--- config.mk ---
export PLATFORM = sky130hd
export DESIGN_NAME = fetch_unit
export DESIGN_NICKNAME = d
export VERILOG_FILES = /design/src/rtl/riscv_pkg.sv /design/src/rtl/fetch_phase_fsm.sv /design/src/rtl/fetch_unit.sv
export SDC_FILE = /design/constraint.sdc
export NUM_CORES = 1
export LEC_CHECK = 0
export CORE_MARGIN = 5
export CORE_UTILIZATION = 45
export CTS_CLUSTER_SIZE = 30
export DETAILED_ROUTE_END_ITERATION = 12
export HOLD_SLACK_MARGIN = 0.15
export PLACE_DENSITY = 0.94
export SLEW_MARGIN = 40
export SYNTH_ARGS = -nofsm -noshare
export SYNTH_HDL_FRONTEND = slang
export SYNTH_SLANG_ARGS = --single-unit
export TNS_END_PERCENT = 5
--- constraint.sdc ---
create_clock -name clk -period 4.05 [get_ports clk]
set_input_delay 1.215 -clock clk [delete_from_list [all_inputs] [get_ports clk]]
set_output_delay 1.215 -clock clk [all_outputs]
set_load 0.005 [all_outputs]
--- src/rtl/riscv_pkg.sv ---
// Shared definitions for the multicycle core: phase encoding, NOP word and
// the opcode constants consumed by the control unit.
package riscv_pkg;

    typedef enum logic [2:0] {
        PH_FETCH     = 3'd0,
        PH_DECODE    = 3'd1,
        PH_EXECUTE   = 3'd2,
        PH_MEMORY    = 3'd3,
        PH_WRITEBACK = 3'd4
    } phase_e;

    localparam logic [31:0] NOP_INSTR  = 32'h0000_0013; // ADDI x0, x0, 0
    localparam logic [2:0]  PHASE_LAST = 3'd4;

    localparam logic [6:0] OP_LUI    = 7'b0110111;
    localparam logic [6:0] OP_AUIPC  = 7'b0010111;
    localparam logic [6:0] OP_JAL    = 7'b1101111;
    localparam logic [6:0] OP_JALR   = 7'b1100111;
    localparam logic [6:0] OP_BRANCH = 7'b1100011;
    localparam logic [6:0] OP_LOAD   = 7'b0000011;
    localparam logic [6:0] OP_STORE  = 7'b0100011;
    localparam logic [6:0] OP_IMM    = 7'b0010011;
    localparam logic [6:0] OP_REG    = 7'b0110011;

    // Clear the two low bits so a fetch address is always word aligned.
    function automatic logic [31:0] align_word(input logic [31:0] addr);
        return addr & ~32'h0000_0003;
    endfunction

endpackage

--- src/rtl/fetch_phase_fsm.sv ---
// Five-phase sequencer for the fetch stage. Holds in FETCH until the
// instruction memory acks, then steps through DECODE..WRITEBACK one cycle
// each. Produces the memory request, instr_valid and the two strobes the
// top level uses to load the instruction and program counter registers.
module fetch_phase_fsm
    import riscv_pkg::*;
(
    input  logic       clk,
    input  logic       rst,
    input  logic       imem_ack,
    output logic [2:0] phase,
    output logic       instr_valid,
    output logic       imem_req,
    output logic       ack_accept,
    output logic       wb_edge
);

    localparam logic [2:0] ST_FETCH     = PH_FETCH;
    localparam logic [2:0] ST_DECODE    = PH_DECODE;
    localparam logic [2:0] ST_EXECUTE   = PH_EXECUTE;
    localparam logic [2:0] ST_MEMORY    = PH_MEMORY;
    localparam logic [2:0] ST_WRITEBACK = PH_WRITEBACK;

    logic [2:0] phase_q;
    logic [2:0] phase_d;

    // Request and strobes are decoded from state; reset masks them so an ack
    // arriving during a reset cycle is never accepted.
    always_comb begin
        imem_req    = (phase_q == ST_FETCH) && !rst;
        ack_accept  = imem_req && imem_ack;
        wb_edge     = (phase_q == PHASE_LAST) && !rst;
        instr_valid = (phase_q != ST_FETCH) && !rst;
        phase       = phase_q;
    end

    // Next phase: wait in FETCH for ack, otherwise advance unconditionally.
    always_comb begin
        phase_d = phase_q;
        case (phase_q)
            ST_FETCH:     if (imem_ack) phase_d = ST_DECODE;
            ST_DECODE:    phase_d = ST_EXECUTE;
            ST_EXECUTE:   phase_d = ST_MEMORY;
            ST_MEMORY:    phase_d = ST_WRITEBACK;
            ST_WRITEBACK: phase_d = ST_FETCH;
            default:      phase_d = ST_FETCH;
        endcase
    end

    // Phase register with synchronous reset.
    always_ff @(posedge clk) begin
        if (rst) begin
            phase_q <= ST_FETCH;
        end else begin
            phase_q <= phase_d;
        end
    end

endmodule

--- src/rtl/fetch_unit.sv ---
// Multicycle instruction fetch stage: owns the PC and the instruction
// register feeding the control unit, sequenced by fetch_phase_fsm.
// Optional feature macro: FETCH_ALIGN_CHECK_EN adds a sticky misalign_err
// output flagging taken targets with nonzero low bits.
module fetch_unit
    import riscv_pkg::*;
#(
    parameter logic [31:0] RESET_PC = 32'h0000_0000
) (
    input  logic        clk,
    input  logic        rst,
    output logic        imem_req,
    output logic [31:0] imem_addr,
    input  logic        imem_ack,
    input  logic [31:0] imem_rdata,
    input  logic        PCSel,
    input  logic [31:0] alu_result,
    output logic [31:0] instr,
    output logic [31:0] pc,
    output logic [2:0]  phase,
    output logic        instr_valid
`ifdef FETCH_ALIGN_CHECK_EN
    ,
    output logic        misalign_err
`endif
);

    logic        ack_accept;
    logic        wb_edge;
    logic [31:0] pc_q;
    logic [31:0] pc_d;
    logic [31:0] instr_q;
    logic [31:0] instr_d;

    fetch_phase_fsm u_phase_fsm (
        .clk         (clk),
        .rst         (rst),
        .imem_ack    (imem_ack),
        .phase       (phase),
        .instr_valid (instr_valid),
        .imem_req    (imem_req),
        .ack_accept  (ack_accept),
        .wb_edge     (wb_edge)
    );

    // PC moves only when leaving WRITEBACK; instr loads only on an accepted ack.
    always_comb begin
        pc_d    = pc_q;
        instr_d = instr_q;
        if (wb_edge) begin
            pc_d = PCSel ? align_word(alu_result) : pc_q + 32'd4;
        end
        if (ack_accept) begin
            instr_d = imem_rdata;
        end
    end

    // PC and instruction registers with synchronous reset.
    always_ff @(posedge clk) begin
        if (rst) begin
            pc_q    <= RESET_PC;
            instr_q <= NOP_INSTR;
        end else begin
            pc_q    <= pc_d;
            instr_q <= instr_d;
        end
    end

    assign pc        = pc_q;
    assign imem_addr = pc_q;
    assign instr     = instr_q;

`ifdef FETCH_ALIGN_CHECK_EN
    logic misalign_q;
    logic misalign_d;

    // Sticky until reset; the PC itself is still force-aligned above.
    always_comb begin
        misalign_d = misalign_q | (wb_edge && PCSel && (alu_result[1:0] != 2'b00));
    end

    // Misalignment flag register with synchronous reset.
    always_ff @(posedge clk) begin
        if (rst) begin
            misalign_q <= 1'b0;
        end else begin
            misalign_q <= misalign_d;
        end
    end

    assign misalign_err = misalign_q;
`endif

endmodule

Yosys cells after proc, flatten, opt, wreduce, memory -nomap -nowiden
Cells that the tools add are included.
W data, S select, Z words.
{ "op_classes": {"addsub": 1, "eq_ne": 5, "n_mux": 3, "n_reduce_logical": 7} }
{ "ops": {"columns": ["cell", "n"], "rows": [
  ["$add A32 B3 Y32 const B", 1],
  ["$mux W32", 1],
  ["$pmux W3 S4", 1],
  ["$eq A3 B2 Y1 const B", 2],
  ["$logic_and A1 B1 Y1", 4],
  ["$eq A3 B1 Y1 const B", 1],
  ["$eq A3 B3 Y1 const B", 1],
  ["$logic_not A3 Y1", 1],
  ["$mux W3", 1],
  ["$reduce_bool A3 Y1", 1],
  ["$ne A2 B2 Y1 const B", 1],
  ["$logic_not A1 Y1", 1]
]} }
{ "word_totals": {"reg_bits": 67, "in_bits": 68, "out_inout_bits": 101, "word_cells": 19} }

Logic depth before layout (Yosys ltp)
{ "logic_depth": {"depth_word": 3, "depth_mapped": 7, "ltp_nobuf": 5} }

By module
Synthesis repeated with hierarchy kept, for this count alone.
{ "unflattened": {"cells_unflattened": 428, "area_unflattened_um2": 3528.4} }
{ "by_module_without_submodules": {"columns": ["mod", "n_inst", "cells_each", "area_per_inst_um2", "seq_area_each_um2"], "rows": [
  ["fetch_unit", 1, 414, 3399.5, 1241.2],
  ["fetch_phase_fsm", 1, 14, 128.9, 60.1]
]} }

Worst setup path after synthesis
Ideal clock, no wire load.
{ "synth_path": {"path_kind": "input-to-output", "startpoint": "in rst", "endpoint": "out instr_valid", "arrival_ps": 1829, "required_time_ps": 2835, "slack_ps": 1006, "cell_stages": 3, "n_path_buf": 2, "path_cell_list": "clkbuf_1 > buf_1 > nor2_1"} }
{ "synth_via": {"elab_chain_cells": 2} }
{ "synth_rtl": {"columns": ["item", "line", "source"], "rows": [
  ["start, declared", "fetch_unit.sv:11", "input logic rst,"],
  ["$logic_not A1 Y1", "fetch_phase_fsm.sv:33", "instr_valid = (phase_q != ST_FETCH) && !rst;"],
  ["$logic_and A1 B1 Y1", "fetch_phase_fsm.sv:33", null],
  ["end, declared", "fetch_unit.sv:21", "output logic instr_valid"]
]} }
No other way between the ends.

Worst setup path after layout
{ "layout_path": {"startpoint": "in rst", "endpoint": "out imem_req"} }
{ "layout_via": {"elab_chain_cells": 2} }
{ "layout_rtl": {"columns": ["item", "line", "source"], "rows": [
  ["$logic_not A1 Y1", "fetch_phase_fsm.sv:30", "imem_req = (phase_q == ST_FETCH) && !rst;"],
  ["$logic_and A1 B1 Y1", "fetch_phase_fsm.sv:30", null],
  ["end, declared", "fetch_unit.sv:12", "output logic imem_req,"]
]} }
No other way between the ends.

==> impl_metrics.yaml <==
place:
  final_weighted_congestion_in_routability_driven_placement: 0.840
  dp.cells: 667
  hpwlAfterDp_mm: 8.55
  io_buffers: 162
  dpl-instance-area_mm2: 0.00504
  dp_worst_setup_slack_ns: 0.106
timing:
  fin_worst_hold_slack_ns: 0.451
  worst_slew_margin_rel_pct: 44.3
  fin_setup_tns_ns: 0
  timing.final.max_slew_violations: 0
  rsz0062_at_grt: "false"
  finalSetupViolations: 0
  tmin_final_ns: 3.81
  final_min_period_over_clock_period_pct: 94.1
  tightestPinTransition_ns: 0.835
  fin_ws_ns: 0.239
  fin_skew_ns: 0.00939
  max_clock_freq_mhz: 262
  hold_viol: 0
logic_synthesis:
  yosys.cell_count.top_type: "sky130_fd_sc_hd__nand2_1"
  ys_ff_latch: 65
  postSynthCellCount: 465
  dominantRegCellSynth: "sky130_fd_sc_hd__dfxtp_1"
  synth_common_cells: "sky130_fd_sc_hd__nand2_1, sky130_fd_sc_hd__dfxtp_1, sky130_fd_sc_hd__nand3_1"
  avg_inst_size_synth_um2: 7.81
  synth_top_cell_by_area: "sky130_fd_sc_hd__dfxtp_1"
  synthesis.area_mm2: 0.00363
  synth_top_area_share_pct: 35.8
  synth_enable_flop_cells: 0
  synth_async_sr_flop_share_pct: 0
  yosys_warnings: 0
  synth_area_leaders: "sky130_fd_sc_hd__dfxtp_1, sky130_fd_sc_hd__nand2_1, sky130_fd_sc_hd__buf_4"
  seq_area_frac_synth_pct: 35.8
  netlist_cell_types: 61
layout:
  flow.area_growth_from_synthesis_pct: 45.0
  nets: 645
  nFillCells: 608
  post_route_cells_drive_above_1_share_pct: 7.23
  finalInstanceArea_mm2: 0.00527
  finish.cell_count_without_fillers: 683
  finalCoreUtilization_pct: 67.4
  insertedDiodeCount: 0
power:
  post-layout-total-power_mw: 1.60
  ir_worst_vdd_mv: 0.218
  total_leakage_power_nw: 1.96
  power-per-cell-area_mw_per_mm2: 305
worst_setup_path:
  cp_max_fo: 3
  setup.worst_path.class: "input port to primary output"
  worst_ep_required_time_ns: 2.83
  arrival_ns: 2.60
  setup.worst_path.end_class: "primary output"
  setup.worst_path.start_class: "input port"
global_routing:
  grt_use_total_pct: 23.5
  globalRouteOverflowTotal: 0
  grt_first_pass_wirelength_mm: 19.2
  gr-usage-met3_pct: 9.45
  vias_in_the_first_global_route: 3945
  grt_use_met1_pct: 27.4
  grt_max_degree: 47
  antenna_found_initial: 0
  grt_most_used_layer: "met2"
  grtUsageMet2_pct: 39.7
cts:
  insertion_delay_ns: 0.33
  clkSlewWorstSetupHoldPaths_ns: 0.07
  clkSinkCount: 65
  cts-root-buf: "sky130_fd_sc_hd__clkbuf_8"
  post-cts-setup-buffer-count: 0
  h-tree-depth: 3
  cts_buffers: 9
  max-clock-path-buffers: 2
  cts_tree: "built"
flow_run:
  max-cap-violations: 0
route:
  firstDrtPassIters: 7
  wire_per_inst_um: 17.6
  detail_route.drc_violations: 0
  ant_nets: 0
  finalWirelength_mm: 12.0
  number_of_vias_in_the_routed_layout: 3961
  post_drt_via_cell_ratio: 5.80
  1st_iter_drt_viols: 379
floorplan:
  core_area_mm2: 0.00781
  row_count: 32
  chipWidth_um: 99.8
  start_util_pct: 46.5
  fp.dieArea_mm2: 0.00997
  design.portCount: 169
  die_y_um: 99.8
status:
  outcome: "complete, no violations"
worst_hold_path:
  min_path_type: "flip-flop to flip-flop"
per-layer routing:
metal | wire length, um | part of all wire [%]
met1 | 4480 | 37
met2 | 5900 | 49
met3 | 1460 | 12
met4 | 151 | 1.3
met5 | 0 | 0
state kept, by name, indices dropped and copies added (netlist names):
register,flops
imem_addr,30
u_phase_fsm.phase,3
instr,32
cell type report:
class                      count  area, um^2  share of cell area [%]
clock buffer                   9         124                    2.35
clock inverter                 7        95.1                    1.81
inverter                       4        15.0                   0.285
multi-input combinational    329        1940                    36.8
sequential                    65        1300                    24.7
tap                          102         128                    2.42
timing repair buffer         167        1670                    31.7
path summary, 6_finish.rpt:
kind / startpoint / to / slack (ns) / depth (start not counted)
max: rst / imem_req / 0.24 / 3
min reg2reg: instr[22] / instr[22] / 0.45 / 2
max reg2reg: u_phase_fsm.phase[2] / imem_addr[25] / 1.81 / 4
min: instr[22] / instr[22] / 0.45 / 2
power by group:
group          leakage, nW  internal [mW]  switching, mW
registers            0.530          0.679         0.0331
logic                 1.32          0.169          0.110
clock network        0.109          0.347          0.267
total                 1.96           1.19          0.411
cells by family (layout without fill, tap and decap cells):
kind of cell / Yosys count / after routing / share of synthesized area, %
AND/OR/NAND/NOR: 233 / 233 / 33.6
AO/OA/AOI/OAI: 83 / 83 / 16.2
buffers and inverters: 74 / 187 / 11.6
flip-flops: 65 / 65 / 35.8
multiplexers: 7 / 7 / 2.07
adder cells (fa/ha/maj): 1 / 1 / 0.345
other: 1 / 4 / 0.103
XOR/XNOR: 1 / 1 / 0.241
layout by cell type, fill, tap and decap left out, types with 8 or more instances in the layout:
cell type	count
sky130_fd_sc_hd__clkbuf_8	9
sky130_fd_sc_hd__nor2_1	29
sky130_fd_sc_hd__nand2_1	81
sky130_fd_sc_hd__clkdlybuf4s50_1	161
sky130_fd_sc_hd__dfxtp_1	65
sky130_fd_sc_hd__nor3_1	13
sky130_fd_sc_hd__a21oi_1	16
sky130_fd_sc_hd__nand4_1	9
sky130_fd_sc_hd__a31oi_1	8
sky130_fd_sc_hd__o21ai_0	15
sky130_fd_sc_hd__nor4_1	11
sky130_fd_sc_hd__nand3_1	45
critical path, stage by stage:
cell                              delay [ns]
sky130_fd_sc_hd__clkdlybuf4s50_1        0.47
sky130_fd_sc_hd__nor4_2                 0.29
sky130_fd_sc_hd__clkdlybuf4s50_1        0.61
what timing repair did:
action,in CTS,in global routing
gates resized for setup,0,1
hold buffers,0,0
endpoints found under the setup margin,0,1
Power figures use the tool's default switching activity.
